### config.mk
export PLATFORM = sky130hd
export DESIGN_NAME = sa_job_controller
export DESIGN_NICKNAME = d
export VERILOG_FILES = /design/src/rtl/sa_job_controller.sv
export SDC_FILE = /design/constraint.sdc
export NUM_CORES = 1
export LEC_CHECK = 0
export ABC_AREA = 1
export CAP_MARGIN = 10
export CORE_AREA = 3 3 452 454
export CTS_BUF_LIST = sky130_fd_sc_hd__clkbuf_2 sky130_fd_sc_hd__clkbuf_4 sky130_fd_sc_hd__clkbuf_8
export CTS_CLUSTER_SIZE = 12
export DETAILED_ROUTE_END_ITERATION = 10
export DIE_AREA = 0 0 455 457
export PLACE_DENSITY = 0.3
export SETUP_SLACK_MARGIN = 0.5
export SLEW_MARGIN = 10
export SYNTH_ARGS = -nofsm -noshare
export SYNTH_HDL_FRONTEND = slang
export SYNTH_SLANG_ARGS = --single-unit
export TNS_END_PERCENT = 10
### constraint.sdc
create_clock -name clk -period 5.1 [get_ports clk]
set_clock_uncertainty 0.05 [all_clocks]
set_input_delay 0.765 -clock clk [delete_from_list [all_inputs] [get_ports clk]]
set_output_delay 0.765 -clock clk [all_outputs]
set_load 0.005 [all_outputs]
### src/rtl/sa_job_controller.sv
// Job sequencer for one systolic-array matrix-vector pass: clear the array,
// stream K operand words from the SRAMs, drain the pipeline, hand off results.
module sa_job_controller #(
    parameter int NUM_ROW       = 8,
    parameter int IN_WORD_SIZE  = 32,
    parameter int OUT_WORD_SIZE = 32,
    parameter int ADDR_WIDTH    = 10,
    parameter int DRAIN_CYCLES  = 2 * NUM_ROW
) (
    input  logic                               clk,
    input  logic                               rst,
    input  logic                               start,
    input  logic [ADDR_WIDTH-1:0]              base_addr,
    input  logic [ADDR_WIDTH-1:0]              vec_len,
    output logic                               busy,
    output logic                               done,
    output logic [OUT_WORD_SIZE-1:0]           job_cycles,
    output logic                               act_rd_en,
    output logic [ADDR_WIDTH-1:0]              act_rd_addr,
    input  logic [NUM_ROW*IN_WORD_SIZE-1:0]    act_rd_data,
    output logic                               wgt_rd_en,
    output logic [ADDR_WIDTH-1:0]              wgt_rd_addr,
    input  logic [IN_WORD_SIZE-1:0]            wgt_rd_data,
    output logic                               sa_rst,
    output logic [IN_WORD_SIZE-1:0]            sa_top,
    output logic [NUM_ROW*IN_WORD_SIZE-1:0]    sa_left,
    input  logic [NUM_ROW*OUT_WORD_SIZE-1:0]   sa_result,
    output logic                               result_valid,
    input  logic                               result_ready,
    output logic [NUM_ROW*OUT_WORD_SIZE-1:0]   result_data
);

    localparam logic [2:0] S_IDLE   = 3'd0;
    localparam logic [2:0] S_CLEAR  = 3'd1;
    localparam logic [2:0] S_FEED   = 3'd2;
    localparam logic [2:0] S_DRAIN  = 3'd3;
    localparam logic [2:0] S_OUTPUT = 3'd4;
    localparam logic [2:0] S_DONE   = 3'd5;

    localparam int DRN_W = (DRAIN_CYCLES > 1) ? $clog2(DRAIN_CYCLES) : 1;
    localparam logic [DRN_W-1:0]         DRN_LAST  = DRN_W'(DRAIN_CYCLES - 1);
    localparam logic [DRN_W-1:0]         DRN_ONE   = DRN_W'(1);
    localparam logic [DRN_W-1:0]         DRN_ZERO  = DRN_W'(0);
    localparam logic [ADDR_WIDTH-1:0]    ADDR_ONE  = ADDR_WIDTH'(1);
    localparam logic [ADDR_WIDTH-1:0]    ADDR_ZERO = ADDR_WIDTH'(0);
    localparam logic [OUT_WORD_SIZE-1:0] CYC_ONE   = OUT_WORD_SIZE'(1);
    localparam logic [OUT_WORD_SIZE-1:0] CYC_ZERO  = OUT_WORD_SIZE'(0);

    logic [2:0]                         state_q, state_d;
    logic [ADDR_WIDTH-1:0]              base_q, base_d;
    logic [ADDR_WIDTH-1:0]              len_q, len_d;
    logic [ADDR_WIDTH-1:0]              addr_q, addr_d;
    logic [ADDR_WIDTH-1:0]              issue_q, issue_d;
    logic [DRN_W-1:0]                   drain_q, drain_d;
    logic                               rd_en_q, rd_en_d;
    logic                               feed_valid_q, feed_valid_d;
    logic                               busy_q, busy_d;
    logic                               done_q, done_d;
    logic                               result_valid_q, result_valid_d;
    logic [NUM_ROW*OUT_WORD_SIZE-1:0]   result_data_q, result_data_d;
    logic [OUT_WORD_SIZE-1:0]           job_cycles_q, job_cycles_d;

    // Next-state and datapath update for the job sequencer
    always_comb begin
        state_d       = state_q;
        base_d        = base_q;
        len_d         = len_q;
        addr_d        = addr_q;
        issue_d       = issue_q;
        drain_d       = drain_q;
        result_data_d = result_data_q;

        if (busy_q) begin
            job_cycles_d = job_cycles_q + CYC_ONE;
        end else begin
            job_cycles_d = job_cycles_q;
        end

        case (state_q)
            S_IDLE: begin
                if (start) begin
                    job_cycles_d = CYC_ZERO;
                    // A zero-length job skips the array and SRAMs entirely.
                    if (vec_len != ADDR_ZERO) begin
                        base_d  = base_addr;
                        len_d   = vec_len;
                        state_d = S_CLEAR;
                    end else begin
                        state_d = S_DONE;
                    end
                end else begin
                    state_d = S_IDLE;
                end
            end
            S_CLEAR: begin
                addr_d  = base_q;
                issue_d = ADDR_ZERO;
                state_d = S_FEED;
            end
            S_FEED: begin
                if (issue_q == len_q - ADDR_ONE) begin
                    drain_d = DRN_LAST;
                    state_d = S_DRAIN;
                end else begin
                    issue_d = issue_q + ADDR_ONE;
                    addr_d  = addr_q + ADDR_ONE;
                    state_d = S_FEED;
                end
            end
            S_DRAIN: begin
                if (drain_q == DRN_ZERO) begin
                    result_data_d = sa_result;
                    state_d       = S_OUTPUT;
                end else begin
                    drain_d = drain_q - DRN_ONE;
                    state_d = S_DRAIN;
                end
            end
            S_OUTPUT: begin
                if (result_ready) begin
                    state_d = S_DONE;
                end else begin
                    state_d = S_OUTPUT;
                end
            end
            S_DONE: begin
                state_d = S_IDLE;
            end
            default: begin
                state_d = S_IDLE;
            end
        endcase

        // Outputs are registered, so they are decoded from the next state.
        busy_d         = (state_d != S_IDLE);
        done_d         = (state_d == S_DONE);
        result_valid_d = (state_d == S_OUTPUT);
        rd_en_d        = (state_d == S_FEED);
        feed_valid_d   = rd_en_q;
    end

    // State and output registers with synchronous reset
    always_ff @(posedge clk) begin
        if (rst) begin
            state_q        <= S_IDLE;
            base_q         <= ADDR_ZERO;
            len_q          <= ADDR_ZERO;
            addr_q         <= ADDR_ZERO;
            issue_q        <= ADDR_ZERO;
            drain_q        <= DRN_ZERO;
            rd_en_q        <= 1'b0;
            feed_valid_q   <= 1'b0;
            busy_q         <= 1'b0;
            done_q         <= 1'b0;
            result_valid_q <= 1'b0;
            result_data_q  <= '0;
            job_cycles_q   <= CYC_ZERO;
        end else begin
            state_q        <= state_d;
            base_q         <= base_d;
            len_q          <= len_d;
            addr_q         <= addr_d;
            issue_q        <= issue_d;
            drain_q        <= drain_d;
            rd_en_q        <= rd_en_d;
            feed_valid_q   <= feed_valid_d;
            busy_q         <= busy_d;
            done_q         <= done_d;
            result_valid_q <= result_valid_d;
            result_data_q  <= result_data_d;
            job_cycles_q   <= job_cycles_d;
        end
    end

    // Operands pass straight from SRAM to array only in the cycle after a read.
    assign sa_left      = feed_valid_q ? act_rd_data : '0;
    assign sa_top       = feed_valid_q ? wgt_rd_data : '0;
    assign sa_rst       = rst | (state_q == S_CLEAR);

    assign busy         = busy_q;
    assign done         = done_q;
    assign job_cycles   = job_cycles_q;
    assign act_rd_en    = rd_en_q;
    assign wgt_rd_en    = rd_en_q;
    assign act_rd_addr  = addr_q;
    assign wgt_rd_addr  = addr_q;
    assign result_valid = result_valid_q;
    assign result_data  = result_data_q;

endmodule

Word-level counts from Yosys, hierarchy flattened
Index checks and enable logic that the tools add are counted.

word-level totals
  flip-flop bits (word level) = 340
  bits of input ports = 568
  output and inout port bits = 602
  word-level logic and storage cells = 58

cells by class
  $add $sub $neg = 5
  eq/ne operators = 11
  muxes and demuxes = 18
  bitwise gates (word level) = 1
  reduce and logical (&&, ||, !) cells = 10

operator list
  operator                                              number
  2-to-1 mux 256 bit                                    1
  2-to-1 mux 32 bit                                     4
  one-hot mux 10 bit (2 select lines)                   2
  adder 32 x 1 -> 32 bit (second input constant)        1
  adder 10 x 1 -> 10 bit (second input constant)        2
  2-to-1 mux 10 bit                                     2
  one-hot mux 3 bit (5 select lines)                    1
  equality test 10 bit                                  1
  nonzero test 10 bit                                   1
  subtractor 10 x 1 -> 10 bit (second input constant)   1
  equality test 3 x 2 -> 1 bit (second input constant)  3
  equality test 3 bit (second input constant)           3
  2-to-1 mux 3 bit                                      3
  2-to-1 mux 4 bit                                      2
  one-hot mux 4 bit (2 select lines)                    1
  != test 2 bit (second input constant)                 3
  AND reduction 3 bit                                   2
  zero test 4 bit                                       1
  AND reduction 2 bit                                   2
  nonzero test 2 bit                                    2
  subtractor 4 x 1 -> 4 bit (second input constant)     1
  equality test 3 x 1 -> 1 bit (second input constant)  1
  zero test 3 bit                                       1
  nonzero test 3 bit                                    1
  2 further kinds                                       3

Longest topological paths before layout
  depth in word-level cells = 5
  depth in mapped cells = 17
  mapped depth without buffers = 16

Worst setup path before layout
Ideal clock, no wire load.

  path type = input -> output
  start = in rst
  end = out sa_rst
  arrival time = 1.497 ns
  data required time = 4.285 ns
  setup slack = 2.788 ns
  stages = 4
  cell sequence = inv_1 clkbuf_1 clkbuf_1 nand2_1

on the way
  longest elaborated chain between the ends = 1

ends and longest elaborated chain
  element           RTL line  text
  from (decl)       11        input logic rst,
  bitwise OR 1 bit  178       assign sa_rst = rst | (state_q == S_CLEAR);
  to (decl)         24        output logic sa_rst,

Every way passes these cells.

Worst setup path after layout
  start = reg feed_valid_q
  end = out sa_left[94]

on the way
  longest elaborated chain between the ends = 1

ends and longest elaborated chain
  element                 RTL line  text
  from (decl)             56        logic feed_valid_q, feed_valid_d;
  from (signal assigned)  166       feed_valid_q <= feed_valid_d;
  2-to-1 mux 256 bit      176       assign sa_left = feed_valid_q ? act_rd_data : '0;
  to (decl)               26        output logic [NUM_ROW*IN_WORD_SIZE-1:0] sa_left,

Every way passes these cells.

==> metrics.cfg <==
[run_status]
outcome=finished, final reports clean

[synthesis]
synth_cells=2335
synth.most_common_cell=nor2_1
synthesis.nets=2909
syn_area_um2=15400
synth_edf_count=0
yosysWarnings=0
synth-seq-cells=340
yosysTopAreaCell=dfxtp_1
ys_async_sr_fraction_pct=0
avgSynthCellArea_um2=6.596
yosys-top-cells-area=dfxtp_1 (44%), nor2_1 (15%), nand2_1 (10%)
synth_top_area_share_pct=44.19
ys.flop_type=dfxtp_1
synthTopCellsByCount=nor2_1 (626), nand2_1 (416), dfxtp_1 (340)
ys_types=39
seq_area_frac_synth_pct=44.19

[sta]
slew_headroom_pct=18.74
finalWorstSetupSlack_ps=1088
fmax_mhz=249.3
finalCritPeriodShare_pct=78.66
rsz0062_at_grt=no
drv_slew=0
finalHoldViolCount=0
max_slew.worst_pin.slew_ps=1219
finalCriticalPeriod_ps=4012
tns_ps=0
finalSetupViolCount=0

[floorplanning]
start_util_pct=7.699
coreArea_um2=200100
fp.dieW_um=455
rows=164
dieArea_um2=207900
io_pins=1170
die_height_um=457

[worst_hold_path]
hold_depth=2
holdCritStartpoint=base_q[6]
holdPathEnd=base_q[6]
min_path_type=reg2reg

[cells_and_area]
fill_cells=22976
layout.nets=4029
area_growth_pct=104.8
drive_above_1_share_pct=4.891

[placement]
dp_slack_ps=1640
io_buffers=1169
dp_hpwl_mm=124.1
gp_routability_congestion=0.8378

[setup_path]
r2r_cells=8
reg2reg_setup_slack_ps=2240
cp_max_fo=35
cp-start-kind=flip-flop
r2r_start=state_q[0]
crit_path_end_kind=output pin
crit_arrival_ps=3200
crit_type=reg2out
worstPathRequired_ps=4280
r2r-end=result_data[129]

[cts]
htree_levels=3
clockBufferDepth=3
cts_resized=0
cts-root-buf=clkbuf_8
clock-sinks=340
hold_buffers=0
postCtsSetupBuffers=0
clk_latency_ps=750
cts_buffers=75
tritoncts=built
clkTransAtPathRegs_ps=70

[routing]
drt_iter0_markers=922
vias_per_cell=3.150
drt-total-wl_mm=149.4
first_pass_iters=5
drc_errors=0
via_count=19462
wl_per_cell_um=24.18
drtAntennaViolNets=0

[grt]
met1_usage_pct=12.08
grt_start_max_net_pins=179
antenna_found_initial=94
grt_pass1_vias=19563
grt_util_met2_pct=27.24
top_usage_layer=met2
grt_usage_pct=13.67
use_met3_pct=4.289
grt_first_pass_wirelength_mm=190.4
grt-ovfl-total=0

[power]
p_leak_nw=13.62
power.density_nw_per_um2=237.2
peakVddDrop_uv=164.1

[job]
drv_cap=0

## worst max-delay path, stage by stage, from the launching register on
cell and delay [ps]:
dfxtp_4 650, buf_4 410, nand2_1 620, inv_1 190, clkdlybuf4s50_1 520
## flip-flops by register name, summed over array words and instances (netlist names), 3 cells and up
name,cells
act_rd_addr,10
base_q,10
drain_q,4
issue_q,10
job_cycles,32
len_q,10
result_data,256
state_q,3
## logic make-up (layout without fill, tap and decap cells)
kind of cell,count (synthesis),in the layout,share of synthesized area (%)
adders and majority gates,6,6,0.4874
xor gates and xnor gates,47,47,2.673
and+or+nand+nor,1136,1136,29.35
buffers and inverters,486,1647,12.62
DFF,340,340,44.19
AOI/OAI and AO/OA,315,315,10.35
other,0,27,0
muxes,5,5,0.3250
## how the worst max path moves through the flow
stage,from,to,slack (ps),cells past startpoint
global placement,wgt_rd_data[4],sa_top[4],1600,4
floorplan,rst,sa_rst,2790,4
finish,feed_valid_q,sa_left[94],1090,4
global route,feed_valid_q,sa_top[7],880,5
CTS,feed_valid_q,sa_top[7],900,5
detailed placement,wgt_rd_data[4],sa_top[4],1640,4
## where the power goes
group | switching (mW) | internal (mW)
logic | 0.645 | 0.768
registers | 0.0818 | 2.76
clock network | 1.45 | 1.78
total | 2.17 | 5.31
## cell type report
cell class / instances / area, um2 / share of cell area, %
multi-input combinational: 1509 / 6651 / 21.09
timing repair buffer: 1190 / 11910 / 37.76
inverter: 339 / 1285 / 4.074
sequential: 340 / 6810 / 21.59
tap: 2656 / 3323 / 10.54
antenna: 27 / 67.56 / 0.2142
clock inverter: 11 / 160.2 / 0.5078
clock buffer: 107 / 1335 / 4.233
## through the flow
stage / hold slack (ps) / std cells / power, mW / utilization (%) / area, um2
after floorplan: 382.9 / 2335 / 3.281 / - / 15400
after global routing: 436.7 / 6168 / 7.930 / 15.75 / 31510
after CTS: 384.4 / 6152 / 7.755 / 15.73 / 31470
final: 429.2 / 6179 / 7.482 / 15.77 / 31540
after global placement: 418.3 / 6034 / 4.346 / 14.98 / 29980
after detailed placement: 423.1 / 6034 / 4.338 / 14.98 / 29980
## layer usage
layer	vias up	part of all wire, %
li1	9295	-
met1	9043	32
met2	820	56
met3	272	7.2
met4	32	5.4
met5	-	0.14
## layout by cell type (no fill, tap or decap), types with 5 or more instances in the layout
cell type and count:
clkdlybuf4s50_1 1169, nor2_1 626, nand2_1 416, dfxtp_1 339, inv_1 331, o21ai_0 272
clkbuf_8 85, nand3_1 35, xor2_1 32, a21oi_1 28, diode_2 27, clkbuf_4 22
buf_4 17, nor3_1 15, xnor2_1 15, nand4_1 8, o21ai_1 7, nor2_2 7
ha_1 6, mux2i_1 5
No activity file was read; power rests on OpenSTA's default activity.
